--- src/rtl/sponge_pkg.sv ---
// Shared definitions for the sponge absorb datapath.
// Contents: FSM state encoding, default rate/capacity widths, the pad byte,
// and pad_word(), which applies 10* byte padding to a left-aligned word.
package sponge_pkg;

   localparam int RWIDTH_DEF = 32;
   localparam int CWIDTH_DEF = 320;
   // Widest rate word pad_word() can handle; narrower words are left-aligned into it.
   localparam int RW_MAX     = 256;

   localparam logic [7:0] PAD_BYTE = 8'h80;

   typedef enum logic [2:0] {
      IDLE,
      ABSORB,
      PERM_REQ,
      PERM_WAIT,
      DONE
   } state_e;

   // Byte 0 is the most significant byte. Bytes below nbytes are kept, byte
   // nbytes becomes PAD_BYTE, everything after is zero.
   function automatic logic [RW_MAX-1:0] pad_word(input logic [RW_MAX-1:0] data,
                                                  input int nbytes);
      logic [RW_MAX-1:0] res;
      res = '0;
      for (int i = 0; i < RW_MAX/8; i++) begin
         if (i < nbytes)
            res[RW_MAX-1-8*i -: 8] = data[RW_MAX-1-8*i -: 8];
         else if (i == nbytes)
            res[RW_MAX-1-8*i -: 8] = PAD_BYTE;
      end
      return res;
   endfunction

endpackage

--- src/rtl/sponge_absorb_pad.sv ---
// absorb_pad: padding of the final message word.
// Ports:
//   data_i    - message word, byte 0 in the MSBs
//   nbytes_i  - valid byte count (values above RWIDTH/8 are clamped)
//   padded_o  - word with unused bytes cleared and PAD_BYTE appended
//   full_o    - the word is completely full, so the pad must go in an extra block
module absorb_pad
   import sponge_pkg::*;
#(
   parameter int RWIDTH = RWIDTH_DEF,
   parameter int NBW    = $clog2(RWIDTH/8) + 1
) (
   input  logic [RWIDTH-1:0] data_i,
   input  logic [NBW-1:0]    nbytes_i,
   output logic [RWIDTH-1:0] padded_o,
   output logic              full_o
);

   localparam int RBYTES = RWIDTH / 8;

   int                nb;
   logic [RW_MAX-1:0] ext;

   always_comb begin
      nb = int'(nbytes_i);
      if (nb > RBYTES)
         nb = RBYTES;
      full_o = (nb == RBYTES);
      // Left-align into the wide word so byte 0 lines up with pad_word's byte 0.
      // A full word places the pad byte just below the slice and so drops it.
      ext      = RW_MAX'(data_i) << (RW_MAX - RWIDTH);
      padded_o = RWIDTH'(pad_word(ext, nb) >> (RW_MAX - RWIDTH));
   end

endmodule

--- src/rtl/sponge_absorb.sv ---
// sponge_absorb: absorb stage of the sponge hash.
// Takes message words over msg_valid/msg_ready, pads the last one (10* byte
// padding), XORs each block into the rate and runs the external permutation
// via perm_start/Gdone. After the final block it holds r/c with absorbDone
// high until squeezDone.
// Ports:
//   clk, reset (async, active-low), start
//   msg_data/msg_bytes/msg_last/msg_valid -> msg_ready
//   perm_start, perm_out -> permutation core; perm_in, Gdone <- core
//   r, c, rounds, absorbDone -> squeez; squeezDone <- squeez
module sponge_absorb
   import sponge_pkg::*;
#(
   parameter int                         CWIDTH      = CWIDTH_DEF,
   parameter int                         RWIDTH      = RWIDTH_DEF,
   parameter int                         ROUND_COUNT = 10,
   parameter logic [CWIDTH+RWIDTH-1:0]   IV          = '0
) (
   input  logic                              clk,
   input  logic                              reset,
   input  logic                              start,
   input  logic [RWIDTH-1:0]                 msg_data,
   input  logic [$clog2(RWIDTH/8):0]         msg_bytes,
   input  logic                              msg_last,
   input  logic                              msg_valid,
   output logic                              msg_ready,
   output logic                              perm_start,
   output logic [RWIDTH+CWIDTH-1:0]          perm_out,
   input  logic [RWIDTH+CWIDTH-1:0]          perm_in,
   input  logic                              Gdone,
   output logic [RWIDTH-1:0]                 r,
   output logic [CWIDTH-1:0]                 c,
   output logic [ROUND_COUNT-1:0]            rounds,
   output logic                              absorbDone,
   input  logic                              squeezDone
);

   localparam logic [RWIDTH-1:0] PAD_MSB = RWIDTH'(PAD_BYTE) << (RWIDTH - 8);

   state_e                 state_q, state_d;
   logic [RWIDTH-1:0]      r_q, r_d;
   logic [CWIDTH-1:0]      c_q, c_d;
   logic [ROUND_COUNT-1:0] rounds_q, rounds_d;
   logic                   pad_pending_q, pad_pending_d;
   logic                   final_flag_q, final_flag_d;
   logic                   perm_start_q, perm_start_d;
   logic                   absorb_done_q, absorb_done_d;

   logic [RWIDTH-1:0]      padded;
   logic                   full;

   absorb_pad #(.RWIDTH(RWIDTH)) u_pad (
      .data_i   (msg_data),
      .nbytes_i (msg_bytes),
      .padded_o (padded),
      .full_o   (full)
   );

   always_ff @(posedge clk or negedge reset) begin
      if (!reset) begin
         state_q       <= IDLE;
         r_q           <= '0;
         c_q           <= '0;
         rounds_q      <= '0;
         pad_pending_q <= 1'b0;
         final_flag_q  <= 1'b0;
         perm_start_q  <= 1'b0;
         absorb_done_q <= 1'b0;
      end else begin
         state_q       <= state_d;
         r_q           <= r_d;
         c_q           <= c_d;
         rounds_q      <= rounds_d;
         pad_pending_q <= pad_pending_d;
         final_flag_q  <= final_flag_d;
         perm_start_q  <= perm_start_d;
         absorb_done_q <= absorb_done_d;
      end
   end

   always_comb begin
      state_d       = state_q;
      r_d           = r_q;
      c_d           = c_q;
      rounds_d      = rounds_q;
      pad_pending_d = pad_pending_q;
      final_flag_d  = final_flag_q;

      case (state_q)
         IDLE: begin
            if (start) begin
               {r_d, c_d}    = IV;
               rounds_d      = '0;
               pad_pending_d = 1'b0;
               final_flag_d  = 1'b0;
               state_d       = ABSORB;
            end
         end
         ABSORB: begin
            if (msg_valid) begin
               if (msg_last) begin
                  // A full last word has no room for the pad byte; it goes
                  // into a separate block after this permutation.
                  r_d           = r_q ^ padded;
                  final_flag_d  = 1'b1;
                  pad_pending_d = full;
               end else begin
                  r_d = r_q ^ msg_data;
               end
               state_d = PERM_REQ;
            end
         end
         PERM_REQ: begin
            state_d = PERM_WAIT;
         end
         PERM_WAIT: begin
            if (Gdone) begin
               {r_d, c_d} = perm_in;
               if (rounds_q != '1)
                  rounds_d = rounds_q + 1'b1;
               if (pad_pending_q) begin
                  r_d           = perm_in[RWIDTH+CWIDTH-1 -: RWIDTH] ^ PAD_MSB;
                  pad_pending_d = 1'b0;
                  state_d       = PERM_REQ;
               end else if (final_flag_q) begin
                  state_d = DONE;
               end else begin
                  state_d = ABSORB;
               end
            end
         end
         DONE: begin
            if (squeezDone)
               state_d = IDLE;
         end
         default: state_d = IDLE;
      endcase

      // Registered outputs are decoded from the next state so they line up
      // with the state they describe.
      perm_start_d  = (state_d == PERM_REQ);
      absorb_done_d = (state_d == DONE);
   end

   assign msg_ready  = (state_q == ABSORB);
   assign perm_out   = {r_q, c_q};
   assign perm_start = perm_start_q;
   assign absorbDone = absorb_done_q;
   assign r          = r_q;
   assign c          = c_q;
   assign rounds     = rounds_q;

endmodule

--- config.mk ---
export PLATFORM = sky130hd
export DESIGN_NAME = sponge_absorb
export DESIGN_NICKNAME = d
export VERILOG_FILES = /design/src/rtl/sponge_pkg.sv /design/src/rtl/sponge_absorb_pad.sv /design/src/rtl/sponge_absorb.sv
export SDC_FILE = /design/constraint.sdc
export NUM_CORES = 1
export LEC_CHECK = 0
export BUFFER_PORTS_ARGS = -buffer_cell sky130_fd_sc_hd__buf_2
export CAP_MARGIN = 20
export CORE_AREA = 3 3 429 431
export CTS_CLUSTER_SIZE = 8
export DETAILED_ROUTE_END_ITERATION = 6
export DIE_AREA = 0 0 432 434
export HOLD_SLACK_MARGIN = 0.1
export PLACE_DENSITY = 0.33
export SETUP_SLACK_MARGIN = 0.15
export SLEW_MARGIN = 40
export SYNTH_ARGS = -nofsm -noshare
export SYNTH_HDL_FRONTEND = slang
export SYNTH_HIERARCHICAL = 1
export SYNTH_SLANG_ARGS = --single-unit
--- constraint.sdc ---
create_clock -name clk -period 5.3 [get_ports clk]
set_input_delay 0.265 -clock clk [delete_from_list [all_inputs] [get_ports clk]]
set_output_delay 0.265 -clock clk [all_outputs]
set_load 0.03 [all_outputs]
======== After elaboration in Yosys (flattened, before gate mapping) ========
Cells that the tools add are included.
cells by class
  multiply operators ...................... 0
  equal/unequal tests ..................... 16
  shift operators ......................... 0
  divide/modulo/power cells ............... 0
  reduce and logical (&&, ||, !) cells .... 10
  magnitude comparators ................... 5
  mux-type cells .......................... 37
  add/subtract/negate cells ............... 1
  bitwise operators ....................... 3
operator list
  kind                                                                           count
  320-bit 2-to-1 mux                                                             2
  320-bit case mux with 2 select lines                                           1
  32-bit 2-to-1 mux                                                              5
  32-bit case mux with 3 select lines                                            1
  3-bit by 32-bit equality test with 1-bit output (first input constant)         2
  3-bit by 32-bit less-than comparator with 1-bit output (first input constant)  2
  8-bit 2-to-1 mux                                                               8
  32-bit bitwise XOR                                                             2
  2-bit by 32-bit equality test with 1-bit output (first input constant)         1
  32-bit zero test                                                               1
  1-bit by 32-bit less-than comparator with 1-bit output (first input constant)  1
  2-bit by 32-bit less-than comparator with 1-bit output (first input constant)  1
  10-bit 2-to-1 mux                                                              3
  3-bit 2-to-1 mux                                                               7
  10-bit case mux with 2 select lines                                            1
  3-bit case mux with 5 select lines                                             1
  4-bit AND reduction                                                            3
  10-bit by 1-bit adder with 10-bit output (second input constant)               1
  10-bit inequality test (second input constant)                                 1
  2-bit inequality test (second input constant)                                  5
  3-bit by 2-bit equality test with 1-bit output (second input constant)         3
  3-bit equality test (second input constant)                                    3
  1-bit 2-to-1 mux                                                               6
  5-bit AND reduction                                                            1
  other kinds (9)                                                                10
word-level totals
  bits in registers ....................... 369
  RAM bits ................................ 0
  memory bits (read-only) ................. 0
  latch bits .............................. 0
  output and inout bits ................... 717
  memories kept ........................... 0
  word-level logic and storage cells ...... 80

======== Logic depth before layout (Yosys ltp) ========
  word-level depth ........................ 9
  mapped depth ............................ 8

======== Hierarchy ========
Netlist, hierarchy kept.
modules (own cells, without submodules)
  module         times used  area an instance (um^2)  sequential area each (um^2)  cells an instance
  sponge_absorb  1           18197.5                  9233.9                       2089
  absorb_pad     1           285.3                    0.0                          40

======== Worst setup path after synthesis ========
Ideal clock, no wire load.
  path type ............................... register to register
  start point ............................. register state_q[0]
  end point ............................... register rounds_q[7] (netlist: rounds[7])
  clock period less this slack ............ 1.825 ns
  stages on the path, launching flop included .. 7
  buffers on the path ..................... 2
  setup slack ............................. 3.475 ns
  data arrival time ....................... 1.685 ns
  cell sequence ........................... dfrtp_1 or3b_1 a21o_1 buf_2 clkbuf_1 o31ai_1 o41ai_2
between the ends
  cells in the longest elaborated chain, start to end .. 3
ends and longest elaborated chain
  what                                                                                      line                 RTL
  start: declaration                                                                        sponge_absorb.sv:40  state_e state_q, state_d;
  start signal: assignment                                                                  sponge_absorb.sv:70  state_q <= state_d;
  3-bit by 2-bit equality test with 1-bit output / 3-bit zero test (equally long branches)  sponge_absorb.sv:89  case (state_q)
  2-bit inequality test (no line) / 2-bit nonzero test (equally long branches)              -
  4-bit AND reduction (no line)                                                             -
  end signal: assignment                                                                    sponge_absorb.sv:73  rounds_q <= rounds_d;
  end: declaration                                                                          sponge_absorb.sv:43  logic [ROUND_COUNT-1:0] rounds_q, rounds_d;
Parallel ways exist; a longest one is shown, timed or not.
A chain may end at the register's enable or synchronous reset.

======== Worst setup path in the final report ========
  start point ............................. register state_q[2]
  end point ............................... register r_q[18] (netlist: r[18])
between the ends
  cells in the longest elaborated chain, start to end .. 3
ends and longest elaborated chain
  what                                                                          line                 RTL
  3-bit by 2-bit equality test with 1-bit output (tied with other cells)        sponge_absorb.sv:89
  2-bit inequality test (no line) / 3-bit nonzero test (equally long branches)  -
  4-bit AND reduction (no line)                                                 -
  end signal: assignment                                                        sponge_absorb.sv:71  r_q <= r_d;
  end: declaration                                                              sponge_absorb.sv:41  logic [RWIDTH-1:0] r_q, r_d;
Parallel ways exist; a longest one is shown, timed or not.

==> metrics <==
largest net degree at the start of global routing=between 150 and 200; GR Util met2=0.172; met3 usage=0.0436; Detailed Route Iter0 Violations=about 830; Pins Over Slew Limit=0; dpl hpwl=between 80 and 90 mm; Unique masters post-synth=53; reg2reg setup slack=around 1.9 ns; Post-Place Setup Slack=roughly 2.6 ns; Area Growth Syn to Fin=60.6%; layout cells sized above 1=0.378; status=finished, final reports clean; ys async rst share=1.00; Sequential Area=just over 0.009 mm^2; Clk pin slew, worst setup/hold paths=about 0.05 ns; GRT busiest layer=met2; DR pass1 iterations=5; # resized after CTS=0; Multi-input gate area=0.00604 mm^2; Clock Skew=around 0.017 ns; Hold Path Class=input port to flop; first-pass GRT wire length=about 140 mm; RSZ-0062 raised after global routing=false; hold path startpoint=perm_in[175]; row count=between 150 and 200; CTS Buf Count=55; Tmin final=roughly 3.4 ns; CTS Sinks=between 300 and 400; Finish-stage setup viols=0; via count=approximately 18,000; Reg2Reg Launch Point=state_q[2]; Hold Slack=around 0.085 ns; final hold violations=0; CP top delay family=buffers and inverters; DR WL/cell=~19 um; Die ar.=around 0.19 mm^2; actual slew at the worst max-slew pin=0.866 ns; Core ar.=0.181 mm^2; sequential area share after synthesis=0.500; Syn Std Cell Area=approximately 0.018 mm^2; Ports=1,111; Final GP Congestion=~0.8; CP max-delay cell=dfrtp_1; chip width=~430 um; nets=roughly 3,600; commonest non-fill, non-tap cell in the layout=buf_2; dominant synthesized flop cell=dfrtp_1; htree depth=2; Synth Register Bits=369; Post-Syn Area per Cell=roughly 8.7 um^2; highest attainable clock frequency=between 200 and 300 MHz; DP Area=about 0.024 mm^2; worst skew pair latency=around 0.64 ns; worst r2r dst=r[18]; initial antenna violation count=9; PnR worst setup slack=1.89 ns; CTS tree=done; hold path depth=3; CP max FO=52; WS Path Type=flop to flop; crit-path cells=or3b_2 > buf_4 > nor3_1 > a21oi_1 > dlygate4sd3_1 > o21ai_1 > dlygate4sd3_1; TNS Setup=0 ns; most frequent CP cell=dlygate4sd3_1; # fillers=roughly 21,000; post-route cell area=between 0.02 and 0.03 mm^2; GRT overflow=0; power per cell area=slightly below 700 mW/mm^2; peak supply drop=~0.37 mV; Hold Path End=c[175]; critical path data required time=5.83 ns; Port Buffer Count=roughly 1,100; grt met1 use=0.124; number of flops mapped to enable cells by yosys=0; clk root buf=clkbuf_16; Critical Path Source Type=flop; reg2reg path depth=7; fin crit share=0.643; critical path buffer and inverter count=3; Leak=roughly 0.015 uW; Post-Synthesis Cells=between 2,000 and 2,500; yosys warns=6; Via-to-Cell Ratio=between 3 and 4; max-cap violation count=0; delay of the slowest cell on the worst path=between 0.7 and 0.8 ns; vias in the first global route=roughly 18,000; endpoint type of the worst setup path=flop; Vert. Die Dim=~430 um; post-route antenna net violation count=0; DRC errors left=0; Worst EP arrival=around 3.9 ns; Total Routing Usage GR=0.104; most frequent cells in the layout=buf_2, nand2_1, dlygate4sd3_1; Starting Density=0.102; max_slew headroom=0.423; Synth Net Count=roughly 2,500; clock buffer depth=3; Detailed Route WL=between 100 and 150 mm
## how the worst max path moves through the flow
stage,startpoint,to,slack (ns),depth (start not counted)
detailed placement,state_q[2],c[165],2.58,4
global route,state_q[2],r[18],1.64,7
finish,state_q[2],r[18],1.89,7
CTS,state_q[2],r[2],1.88,7
global placement,state_q[2],c[65],2.55,6
floorplan,state_q[0],rounds[7],3.48,6
## cell families after synthesis
logic type	synth area share
AO/OA/AOI/OAI	0.132
XOR/XNOR	0.000948
adder cells (fa/ha/maj)	0.000677
buffers and inverters	0.175
flip-flops	0.500
multiplexers	0.0194
AND/OR/NAND/NOR	0.173
## cells in the mapped netlist (all sizes together) (2+ instances only)
master	instances	area, um^2
a21oi	34	174
a31oi	3	18.8
and2	7	43.8
and2b	9	75.1
and3	2	12.5
buf	394	2850
clkbuf	98	369
dfrtp	369	9230
inv	4	15.0
mux2	3	37.5
mux2i	32	320
nand2	644	2420
nand2b	2	12.5
nand3	7	35.0
nand3b	2	15.0
nand4	2	12.5
nor2	9	43.8
nor2b	44	275
nor3	34	181
o21ai	363	1820
o31ai	45	338
or2	2	12.5
or3	2	12.5
or3b	2	17.5
## where the power goes
group | leakage [uW] | switching (uW) | internal (uW)
sequential | 0.00495 | 1300 | 3990
combinational | 0.00895 | 8880 | 3030
clock | 0.000748 | 1390 | 1910
## layout make-up
class / instances / area share
inverters: 4 / 0.000506
clock inverters: 6 / 0.00186
flip-flops and latches: 369 / 0.311
well taps: 2370 / 0.0999
diodes: 2 / 0.000169
multi-input cells: 1264 / 0.204
clock buffers: 67 / 0.0496
repair buffers: 1537 / 0.333
## metrics by stage
| stage | total power, uW | utilization | instances |
|---|---|---|---|
| floorplan | 13700 | - | 2129 |
| global placement | 16900 | 0.134 | 5146 |
| detailed placement | 17000 | 0.134 | 5147 |
| CTS | 20900 | 0.164 | 5616 |
| global route | 21800 | 0.164 | 5619 |
| finish | 20500 | 0.164 | 5619 |
## flip-flops by register name, indices dropped and copies added (netlist names)
register       flops
c                320
r                 32
rounds            10
state_q            3
absorbDone         1
final_flag_q       1
pad_pending_q      1
perm_start         1
## worst reg2reg max path, stage by stage, from the launching register on
cell and delay, ns:
dfrtp_1 0.78, or3b_2 0.46, buf_4 0.60, nor3_1 0.13
a21oi_1 0.14, dlygate4sd3_1 0.56, o21ai_1 0.05, dlygate4sd3_1 0.58
## what timing repair did
item / CTS / global route
hold buffers: 396 / 0
buffers inserted: 0 / 0
hold endpoints to repair: 425 / 0
setup endpoints to repair: 0 / 0
## layer usage
| metal | vias to the layer above | wire [um] | share of wire |
|---|---|---|---|
| met2 | 611 | 50100 | 0.48 |
| met5 | - | 13 | 0.00012 |
| li1 | 8784 | - | - |
| met4 | 2 | 2610 | 0.025 |
| met3 | 111 | 9810 | 0.094 |
| met1 | 8735 | 41700 | 0.40 |
Note: power is estimated with default switching activity, not from simulation.
